===== src/rtl/ascon_round_sequencer_if.sv =====
// Request/result handshake bundle between the Ascon mode layer (master) and the
// round sequencer (slave).
interface ascon_round_sequencer_if;
  logic         in_valid_i;
  logic         in_ready_o;
  logic [4:0]   num_rounds_i;
  logic [319:0] state_i;
  logic         out_valid_o;
  logic         out_ready_i;
  logic [319:0] state_o;

  modport master (
    output in_valid_i, num_rounds_i, state_i, out_ready_i,
    input  in_ready_o, out_valid_o, state_o
  );

  modport slave (
    input  in_valid_i, num_rounds_i, state_i, out_ready_i,
    output in_ready_o, out_valid_o, state_o
  );
endinterface


===== src/rtl/ascon_round_sequencer.sv =====
// Iterative Ascon-p[rnd] controller: one round per clock through an external datapath.
// Optional macro ASCON_SEQ_ABORT_EN adds an abort_i input that drops RUN/DONE back to IDLE.
module ascon_round_sequencer #(
  parameter int DEFAULT_ROUNDS = 12
) (
  input  logic         clk_i,
  input  logic         rst_i,
`ifdef ASCON_SEQ_ABORT_EN
  input  logic         abort_i,
`endif
  ascon_round_sequencer_if.slave bus,
  output logic [3:0]   rnd_o,
  output logic [319:0] round_state_o,
  input  logic [319:0] round_state_i,
  output logic         busy_o
);

  typedef enum logic [1:0] {S_IDLE, S_RUN, S_DONE} fsm_e;

  localparam logic [3:0] LAST_RND    = 4'hF;
  localparam logic [4:0] DEF_ROUNDS5 = 5'(DEFAULT_ROUNDS);

  fsm_e         fsm_q, fsm_d;
  logic [319:0] st_q, st_d;
  logic [3:0]   rnd_q, rnd_d;
  logic         in_ready_q, in_ready_d;
  logic         out_valid_q, out_valid_d;
  logic         busy_q, busy_d;

  logic [4:0]   n_eff;
  logic [4:0]   rnd_start;
  logic         abort_w;

`ifdef ASCON_SEQ_ABORT_EN
  assign abort_w = abort_i;
`else
  assign abort_w = 1'b0;
`endif

  // Zero picks the default count; anything above 16 clamps to the full schedule.
  always_comb begin
    if (bus.num_rounds_i == 5'd0)
      n_eff = DEF_ROUNDS5;
    else if (bus.num_rounds_i > 5'd16)
      n_eff = 5'd16;
    else
      n_eff = bus.num_rounds_i;
    rnd_start = 5'd16 - n_eff;
  end

  always_comb begin
    fsm_d       = fsm_q;
    st_d        = st_q;
    rnd_d       = rnd_q;
    in_ready_d  = in_ready_q;
    out_valid_d = out_valid_q;
    busy_d      = busy_q;

    case (fsm_q)
      S_IDLE: begin
        if (bus.in_valid_i && in_ready_q) begin
          st_d       = bus.state_i;
          rnd_d      = rnd_start[3:0];
          fsm_d      = S_RUN;
          in_ready_d = 1'b0;
          busy_d     = 1'b1;
        end
      end
      S_RUN: begin
        st_d = round_state_i;
        if (rnd_q == LAST_RND) begin
          fsm_d       = S_DONE;
          busy_d      = 1'b0;
          out_valid_d = 1'b1;
        end else begin
          rnd_d = rnd_q + 4'd1;
        end
      end
      S_DONE: begin
        if (bus.out_ready_i) begin
          fsm_d       = S_IDLE;
          out_valid_d = 1'b0;
          in_ready_d  = 1'b1;
        end
      end
      default: begin
        fsm_d       = S_IDLE;
        in_ready_d  = 1'b1;
        out_valid_d = 1'b0;
        busy_d      = 1'b0;
      end
    endcase

    // Abort discards any in-flight or pending result.
    if (abort_w && fsm_q != S_IDLE) begin
      fsm_d       = S_IDLE;
      st_d        = '0;
      rnd_d       = '0;
      in_ready_d  = 1'b1;
      out_valid_d = 1'b0;
      busy_d      = 1'b0;
    end
  end

  always_ff @(posedge clk_i) begin
    if (rst_i) begin
      fsm_q       <= S_IDLE;
      st_q        <= '0;
      rnd_q       <= '0;
      in_ready_q  <= 1'b1;
      out_valid_q <= 1'b0;
      busy_q      <= 1'b0;
    end else begin
      fsm_q       <= fsm_d;
      st_q        <= st_d;
      rnd_q       <= rnd_d;
      in_ready_q  <= in_ready_d;
      out_valid_q <= out_valid_d;
      busy_q      <= busy_d;
    end
  end

  assign bus.in_ready_o  = in_ready_q;
  assign bus.out_valid_o = out_valid_q;
  assign bus.state_o     = st_q;
  assign round_state_o   = st_q;
  assign rnd_o           = rnd_q;
  assign busy_o          = busy_q;

endmodule

===== src/flat_wrapper.sv =====
// flat-port wrapper written by rule: the top's interface ports become plain ports
module ascon_round_sequencer_flat 
#(
  parameter int DEFAULT_ROUNDS = 12
)
  (clk_i, rst_i, rnd_o, round_state_o, round_state_i, busy_o, bus_in_valid_i, bus_num_rounds_i, bus_state_i, bus_out_ready_i, bus_in_ready_o, bus_out_valid_o, bus_state_o);
  ascon_round_sequencer_if bus_i ();
  input  logic clk_i;
  input  logic rst_i;
  output logic [3:0] rnd_o;
  output logic [319:0] round_state_o;
  input  logic [319:0] round_state_i;
  output logic busy_o;
  input wire logic [$bits(bus_i.in_valid_i)-1:0] bus_in_valid_i;
  input wire logic [$bits(bus_i.num_rounds_i)-1:0] bus_num_rounds_i;
  input wire logic [$bits(bus_i.state_i)-1:0] bus_state_i;
  input wire logic [$bits(bus_i.out_ready_i)-1:0] bus_out_ready_i;
  output wire logic [$bits(bus_i.in_ready_o)-1:0] bus_in_ready_o;
  output wire logic [$bits(bus_i.out_valid_o)-1:0] bus_out_valid_o;
  output wire logic [$bits(bus_i.state_o)-1:0] bus_state_o;
  assign bus_i.in_valid_i = bus_in_valid_i;
  assign bus_i.num_rounds_i = bus_num_rounds_i;
  assign bus_i.state_i = bus_state_i;
  assign bus_i.out_ready_i = bus_out_ready_i;
  assign bus_in_ready_o = bus_i.in_ready_o;
  assign bus_out_valid_o = bus_i.out_valid_o;
  assign bus_state_o = bus_i.state_o;
  ascon_round_sequencer #(.DEFAULT_ROUNDS(DEFAULT_ROUNDS)) u_core (.clk_i(clk_i), .rst_i(rst_i), .bus(bus_i), .rnd_o(rnd_o), .round_state_o(round_state_o), .round_state_i(round_state_i), .busy_o(busy_o));
endmodule

===== config.mk =====
export PLATFORM = sky130hd
export DESIGN_NAME = ascon_round_sequencer_flat
export DESIGN_NICKNAME = d
export VERILOG_FILES = /design/src/rtl/ascon_round_sequencer_if.sv /design/src/rtl/ascon_round_sequencer.sv /design/src/flat_wrapper.sv
export SDC_FILE = /design/constraint.sdc
export NUM_CORES = 1
export LEC_CHECK = 0
export ABC_AREA = 0
export BUFFER_PORTS_ARGS = -buffer_cell sky130_fd_sc_hd__buf_2
export CAP_MARGIN = 25
export CORE_AREA = 3 3 502 504
export DETAILED_ROUTE_END_ITERATION = 16
export DIE_AREA = 0 0 505 507
export GPL_TIMING_DRIVEN = 0
export PLACE_DENSITY = 0.31
export RECOVER_POWER = 100
export SLEW_MARGIN = 20
export SYNTH_ARGS = -nofsm -noshare
export SYNTH_HDL_FRONTEND = slang
export SYNTH_SLANG_ARGS = --single-unit

===== constraint.sdc =====
create_clock -name clk_i -period 4.09 [get_ports clk_i]
set_clock_uncertainty 0.2 [all_clocks]
set_input_delay 0.6135 -clock clk_i [delete_from_list [all_inputs] [get_ports clk_i]]
set_output_delay 0.6135 -clock clk_i [all_outputs]
set_load 0.02 [all_outputs]

==> results.rst, run 1 <==
.. list-table::
   :header-rows: 1

   * - Metric
     - Value
   * - Worst-margin pin slew
     - 1650 ps
   * - Mux share of post-synthesis cell area
     - 0%
   * - Startpoint of the lowest-slack register-to-register path
     - u_core.fsm_q[0]
   * - Root Buffer
     - sky130_fd_sc_hd__clkbuf_16
   * - Synthesized cell area
     - 17,800 um^2
   * - Final HPWL from detailed placement
     - 176 mm
   * - Maximum number of pins on one net before global-route repair
     - 13
   * - CTS sink count
     - 329
   * - Number of cells in the finished layout apart from fillers
     - 7,439
   * - Register-to-Register Path Depth
     - 8
   * - Initial antenna violation count
     - 124
   * - Post-Syn Nets
     - 2,816
   * - Clock tree from TritonCTS
     - yes
   * - Number of synthesized flops with an enable pin
     - 0
   * - Design Area, Final
     - 34,100 um^2
   * - Max-Slew Margin vs Limit
     - -10.2%
   * - Per-cell routed wire length
     - 27.1 um
   * - Worst Setup SP
     - u_core.fsm_q[0]
   * - Xor-xnor portion of the synthesized cell area
     - 0.0984%
   * - Register bit count reported by yosys
     - 329
   * - Max Cap Violations
     - 1
   * - Fraction of final layout cells sized beyond drive strength 1
     - 31.7%
   * - DR vias
     - 24,200
   * - Min Clock Period, post-route
     - 3800 ps
   * - Initial DRC count
     - 1,659
   * - Unrepaired setup endpoints after global routing
     - false
   * - Port Buffer Count
     - 1,294
   * - Num rows
     - 183
   * - Arrival time at the worst endpoint
     - 4180 ps
   * - Clock Tree Buf Depth
     - 3
   * - Global-route usage over all layers
     - 15.0%
   * - Worst IR drop on VDD
     - 0.300 mV
   * - Starting utilization of the core area
     - 7.17%
   * - Nets
     - 4,689
   * - Worst skew pair latency
     - 660 ps
   * - Fraction of the cycle the final worst path needs
     - 92.8%
   * - Outcome
     - finished with violations
   * - Global-route wire length before repair
     - 255 mm
   * - Die outline area
     - 256,000 um^2
   * - Critical path capture point type
     - flip-flop
   * - Kind of start point of the critical path
     - flip-flop
   * - Placed Instances
     - 6,794
   * - Total wire length after detailed routing
     - 201 mm
   * - Clock transition at path regs
     - 60 ps
   * - Violated checks
     - capacitance limit, slew limit
   * - Placeable Area
     - 248,000 um^2
   * - Async set or reset register ratio after synthesis
     - 0%
   * - Area after detailed placement
     - 28,600 um^2
   * - Total count of max-transition violations in the final report
     - 11
   * - Setup bufs post-CTS
     - 0
   * - Remaining global-route overflow
     - 0
   * - TritonCTS buffer count
     - 48
   * - Dominant synthesized flop cell
     - sky130_fd_sc_hd__dfxtp_1
   * - Number of warnings printed during yosys synthesis
     - 0
   * - Sequential share of the synthesized area
     - 37.0%
   * - Final ANT Viol Nets
     - 0
   * - Synthesized-area fraction occupied by and/or/nand/nor cells
     - 21.2%
   * - Share of the core filled with cells in the final layout
     - 13.7%
   * - Main combinational cell family by area after synthesis
     - compound AO/OA/AOI/OAI gates
   * - Synth Area in Compound Gates
     - 22.3%
   * - Count of unresolved DRC violations after routing
     - 0
   * - Count of H-tree levels built during CTS
     - 2
   * - Top-level I/O count
     - 1,296
   * - Avg Inst Size Synth
     - 8.22 um^2
   * - Iteration count of the initial detailed-routing pass
     - 5
   * - Final hold violations
     - 0
   * - Class of the worst hold path
     - input pin to flip-flop
   * - Critical Path Sink
     - u_core.bus.state_o[127]
   * - Maximum fanout count along the critical path
     - 11
   * - R2R Setup Slk
     - 290 ps
   * - Final GP Congestion
     - 0.915
   * - Width of the die
     - 505 um
   * - Via count normalized by instance count
     - 3.26
   * - Ratio of total power to cell area
     - 394 nW/um^2
   * - # fillers
     - 29,400
   * - Vias in the first global route
     - 24,800
   * - Worst reg2reg path endpoint
     - u_core.bus.state_o[127]
   * - Worst EP required
     - 4480 ps
   * - Maximum clock rate
     - 0.263 GHz
   * - Post-synthesis cell type count
     - 32
   * - Die span in y
     - 507 um
   * - Critical path class
     - flip-flop to flip-flop
   * - Area growth syn-to-layout
     - 91.5%
   * - Setup TNS
     - 0 ps
   * - Adder-cell share of the synthesized area
     - 0.141%
   * - Gate Count Post-Synth
     - 2,165
   * - # setup viols final
     - 0
   * - Leakage power summed over all cells
     - 0.0143 uW
==> worst min path at each step <==
stage / startpoint / endpoint / slack, ps / cells after the start
detailed placement: u_core.bus.out_valid_o / u_core.bus.out_valid_o / 270 / 2
finish: bus_state_i[202] / u_core.bus.state_o[202] / 80 / 3
global route: bus_state_i[129] / u_core.bus.state_o[129] / 20 / 3
floorplan: u_core.bus.out_valid_o / u_core.bus.out_valid_o / 330 / 2
CTS: bus_state_i[241] / u_core.bus.state_o[241] / 0.3 / 3
global placement: u_core.bus.out_valid_o / u_core.bus.out_valid_o / 270 / 2
==> report_power, final <==
| group | leakage, uW | total, uW | internal [uW] | switching (uW) |
|---|---|---|---|---|
| Combinational | 0.0109 | 5140 | 1860 | 3280 |
| Sequential | 0.00273 | 4070 | 3570 | 500 |
| Clock | 0.000711 | 4230 | 2380 | 1850 |
| Total | 0.0143 | 13400 | 7820 | 5630 |
==> registers in the layout (all words and copies together) (netlist names) <==
signal	count
u_core.bus.in_ready_o	1
u_core.bus.out_valid_o	1
u_core.bus.state_o	320
u_core.busy_o	1
u_core.fsm_q	2
u_core.rnd_o	4
==> through the flow <==
step                      hold slack, ps  total power, uW  setup slack [ps]
after floorplan                      333             6460              2250
after global placement               271             9050             -62.5
after detailed placement             271             9060              1080
final                               77.5            13400               295
after global routing                18.3            14100               200
after CTS                          0.279            14000               419
==> worst max-delay path, cell delays in order (launching register included) <==
cell and delay, ps:
sky130_fd_sc_hd__dfxtp_1 300, sky130_fd_sc_hd__buf_4 150, sky130_fd_sc_hd__nor2b_2 160, sky130_fd_sc_hd__clkbuf_1 1190, sky130_fd_sc_hd__buf_6 410, sky130_fd_sc_hd__buf_4 340
sky130_fd_sc_hd__nand2_1 120, sky130_fd_sc_hd__a311oi_2 230, sky130_fd_sc_hd__dlygate4sd3_1 570
==> synth_stat cells (2+ instances only) <==
library cell	count	area share (%)
sky130_fd_sc_hd__nand2_1	647	14
sky130_fd_sc_hd__buf_4	337	14
sky130_fd_sc_hd__dfxtp_1	329	37
sky130_fd_sc_hd__nor2_1	325	6.9
sky130_fd_sc_hd__a311oi_2	169	14
sky130_fd_sc_hd__a311oi_1	152	7.5
sky130_fd_sc_hd__buf_2	107	3.0
sky130_fd_sc_hd__clkbuf_1	39	0.82
sky130_fd_sc_hd__buf_6	19	1.2
sky130_fd_sc_hd__a21oi_1	7	0.20
sky130_fd_sc_hd__nand2b_1	5	0.18
sky130_fd_sc_hd__nor3_1	4	0.11
sky130_fd_sc_hd__ha_1	2	0.14
sky130_fd_sc_hd__nand3_1	2	0.056
sky130_fd_sc_hd__nand4_1	2	0.070
sky130_fd_sc_hd__o21ai_0	2	0.056
sky130_fd_sc_hd__xnor2_1	2	0.098
==> per-layer routing <==
metal	GRT usage, %	up-vias	part of all wire (%)	wire [um]
li1	-	10900	-	-
met1	17.3	11600	40	80100
met2	24.2	1291	44	89500
met3	8.48	278	13	26200
met4	3.02	96	2.5	5070
met5	0	-	0.30	600
==> cells by family after synthesis <==
family,count (synthesis)
simple gates,991
buf+inv,503
compound gates,338
flops,329
xor+xnor,2
fa+ha+maj,2
==> layout make-up <==
| type | instances | area (um^2) | share of cell area, % |
|---|---|---|---|
| Timing Repair Buffer | 1823 | 11000 | 32.4 |
| Antenna cell | 41 | 103 | 0.301 |
| Sequential cell | 329 | 6590 | 19.3 |
| Buffer | 502 | 3400 | 9.99 |
| Tap cell | 3330 | 4170 | 12.2 |
| Multi-Input combinational cell | 1333 | 7320 | 21.5 |
| Clock buffer | 71 | 1350 | 3.95 |
| Inverter | 1 | 3.75 | 0.0110 |
| Clock inverter | 9 | 116 | 0.341 |
==> layout by cell type (no fill, tap or decap), drive strengths merged <==
master and n:
nor3b 1, diode 41, a311oi 321, a21oi 8, clkinv 4, nand2 647
nand2b 5, o31ai 1, a21o 1, o32ai 1, nand4 2, dfxtp 329
dlygate4sd3 524, o21bai 1, nor3 4, nand3 2, clkinvlp 1, nand3b 1
a31oi 1, o211a 1, o21ai 2, nor2b 1, xnor2 2, or3 1
a21boi 1, ha 2, nor2 326, clkbuf 780, buf 1092, nand4b 1
inv 3, bufinv 2
==> what timing repair did <==
action	4_1_cts	5_1_grt
resized for setup	0	0
hold buffers	524	0
endpoints found under the setup margin	0	0
hold endpoints to repair	313	0
Power figures use the tool's default switching activity.
==> run 2: changes to the inputs <==
- GPL_TIMING_DRIVEN: 0 -> not set
- SETUP_SLACK_MARGIN: not set -> 0.4
==> results.rst, run 2 (synthesis gave the netlist of run 1 again) <==
.. list-table::
   :header-rows: 1

   * - Metric
     - Value
   * - Worst reg2reg path endpoint
     - u_core.bus.state_o[262] (was u_core.bus.state_o[127])
   * - Min Clock Period, post-route
     - 3470 ps (was 3800 ps)
   * - Seq. cell area
     - 6590 um^2 (unchanged)
   * - Worst skew pair latency
     - 660 ps (about the same)
   * - R2R Setup Slk
     - 660 ps (was 290 ps)
   * - Die outline area
     - 256,000 um^2 (unchanged)
   * - Final ANT Viol Nets
     - 0 (unchanged)
   * - Area growth syn-to-layout
     - 79.3% (was 91.5%)
   * - Worst-margin pin slew
     - 968 ps (was 1650 ps)
   * - Startpoint of the lowest-slack register-to-register path
     - u_core.fsm_q[0] (unchanged)
   * - Width of the die
     - 505 um (unchanged)
   * - DR vias
     - 22,200 (was 24,200)
   * - Global-route wire length before repair
     - 222 mm (was 255 mm)
   * - Design Area, Final
     - 31,900 um^2 (was 34,100 um^2)
   * - Iteration count of the initial detailed-routing pass
     - 5 (unchanged)
   * - Number of flip-flops in the largest register
     - 320 (unchanged)
   * - Vias in the first global route
     - 22,100 (was 24,800)
   * - Fraction of final layout cells sized beyond drive strength 1
     - 25.9% (was 31.7%)
   * - Hold Worst Slack
     - 81.1 ps (was 77.5 ps)
   * - Maximum clock rate
     - 0.288 GHz (was 0.263 GHz)
   * - Clock Tree Buf Depth
     - 3 (unchanged)
   * - Leakage power summed over all cells
     - 0.0125 uW (was 0.0143 uW)
   * - Maximum number of pins on one net before global-route repair
     - 116 (was 13)
   * - Port Buffer Count
     - 1,295 (was 1,294)
   * - # setup viols final
     - 0 (unchanged)
   * - Per-cell routed wire length
     - 24.9 um (was 27.1 um)
   * - Total design power
     - 13,200 uW (was 13,400 uW)
   * - Clock tree from TritonCTS
     - yes (unchanged)
   * - Remaining global-route overflow
     - 0 (unchanged)
   * - Critical path class
     - input pin to flip-flop (was flip-flop to flip-flop)
   * - Num rows
     - 183 (unchanged)
   * - Register-to-Register Path Depth
     - 6 (was 8)
   * - Max Cap Violations
     - 0 (was 1)
   * - Placeable Area
     - 248,000 um^2 (unchanged)
   * - Root Buffer
     - sky130_fd_sc_hd__clkbuf_16 (unchanged)
   * - Initial DRC count
     - 1,198 (was 1,659)
   * - Unrepaired setup endpoints after global routing
     - false (unchanged)
   * - Area after detailed placement
     - 25,700 um^2 (was 28,600 um^2)
   * - Clock transition at path regs
     - 50 ps (was 60 ps)
   * - CTS sink count
     - 329 (unchanged)
   * - Combined area of the multi-input logic cells
     - 7770 um^2 (was 7320 um^2)
   * - Via count normalized by instance count
     - 3.17 (was 3.26)
   * - Class of the worst hold path
     - input pin to flip-flop (unchanged)
   * - Hold_sp
     - bus_state_i[237] (was bus_state_i[202])
   * - Cell depth of the worst hold path
     - 3 (unchanged)
   * - Setup TNS
     - 0 ps (unchanged)
   * - Arrival time at the worst endpoint
     - 3830 ps (was 4180 ps)
   * - Final HPWL from detailed placement
     - 150 mm (was 176 mm)
   * - Total wire length after detailed routing
     - 174 mm (was 201 mm)
   * - Count of H-tree levels built during CTS
     - 2 (unchanged)
   * - Commonest non-fill, non-tap cell in the layout
     - sky130_fd_sc_hd__clkbuf_1 (was sky130_fd_sc_hd__buf_2)
   * - Global-route usage over all layers
     - 12.9% (was 15.0%)
   * - Count of unresolved DRC violations after routing
     - 0 (unchanged)
   * - # fillers
     - 29,400 (about the same)
   * - Final hold violations
     - 0 (unchanged)
   * - Max-Slew Margin vs Limit
     - 35.8% (was -10.2%)
   * - Worst EP required
     - 4460 ps (was 4480 ps)
   * - TritonCTS buffer count
     - 50 (was 48)
   * - Kind of start point of the critical path
     - input pin (was flip-flop)
   * - Hold Path Sink
     - u_core.bus.state_o[237] (was u_core.bus.state_o[202])
   * - Fraction of the cycle the final worst path needs
     - 84.8% (was 92.8%)
   * - Resized cells post-CTS
     - 0 (unchanged)
   * - Maximum fanout count along the critical path
     - 106 (was 11)
   * - Total count of max-transition violations in the final report
     - 0 (was 11)
   * - Worst IR drop on VDD
     - 0.281 mV (was 0.300 mV)
   * - Outcome
     - finished clean (was finished with violations)
   * - Nets
     - 4,247 (was 4,689)
   * - Starting utilization of the core area
     - 7.17% (unchanged)
   * - Ratio of total power to cell area
     - 414 nW/um^2 (was 394 nW/um^2)
   * - Critical path capture point type
     - flip-flop (unchanged)
   * - Die span in y
     - 507 um (unchanged)
   * - Final GP Congestion
     - 0.890 (was 0.915)
   * - Top-level I/O count
     - 1,296 (unchanged)
   * - Initial antenna violation count
     - 140 (was 124)
   * - Leading cell types in the layout, fill and taps excluded
     - sky130_fd_sc_hd__clkbuf_1, sky130_fd_sc_hd__nand2_1, sky130_fd_sc_hd__buf_2 (was sky130_fd_sc_hd__buf_2, sky130_fd_sc_hd__clkbuf_1, sky130_fd_sc_hd__nand2_1)
run 2: power by group:
part	switching [uW]	total, uW	internal (uW)	leakage (uW)
Clock	1870	4720	2850	0.000846
Combinational	3000	4480	1480	0.00892
Sequential	439	4010	3580	0.00273
run 2: critical path, stage by stage:
cell                            delay (ps)
sky130_fd_sc_hd__dlygate4sd3_1         670
sky130_fd_sc_hd__buf_2                 200
sky130_fd_sc_hd__a21oi_2                70
sky130_fd_sc_hd__nor2_1                440
sky130_fd_sc_hd__buf_4                 320
sky130_fd_sc_hd__buf_12                370
sky130_fd_sc_hd__nor2_1                110
sky130_fd_sc_hd__a311oi_2              250
sky130_fd_sc_hd__dlygate4sd3_1         580
run 2: area by class of cell:
type / instances / area share, %
Timing Repair Buffer: 1881 / 36.3
Sequential cell: 329 / 20.6
Antenna cell: 35 / 0.274
Multi-Input combinational cell: 1333 / 24.3
Tap cell: 3330 / 13.1
Clock inverter: 20 / 0.905
Inverter: 1 / 0.0118
Clock buffer: 69 / 4.46
run 2: routing by layer:
metal | global-route usage (%) | routed length (um) | vias to the layer above
met5 | 0 | 668 | -
met4 | 3.58 | 5260 | 106
met3 | 8.01 | 27000 | 295
met2 | 19.9 | 74700 | 1245
met1 | 14.9 | 66300 | 10500
li1 | - | - | 10000
run 2: how the worst max path moves through the flow:
| stage | depth (start not counted) | endpoint | slack [ps] | start |
|---|---|---|---|---|
| floorplan | 4 | u_core.bus.state_o[108] | 2250 | rst_i |
| global placement | 7 | u_core.bus.state_o[161] | 1570 | bus_in_valid_i |
| detailed placement | 7 | u_core.bus.state_o[109] | 1550 | bus_in_valid_i |
| CTS | 9 | u_core.bus.state_o[105] | 900 | bus_in_valid_i |
| global route | 9 | u_core.bus.state_o[152] | 390 | bus_in_valid_i |
| finish | 9 | u_core.bus.state_o[105] | 620 | bus_in_valid_i |
run 2: through the flow:
step                setup WS [ps]  instances  util, %
finish                        623       6998     12.9
global route                  386       6976     12.8
CTS                           903       6963     13.2
detailed placement           1550       6346     10.4
global placement             1570       6346     10.4
floorplan                    2250       2165        -
run 2: repair_timing:
action | in CTS | in global routing
buffers inserted | 0 | 0
hold endpoints to repair | 308 | 0
hold buffers | 528 | 0
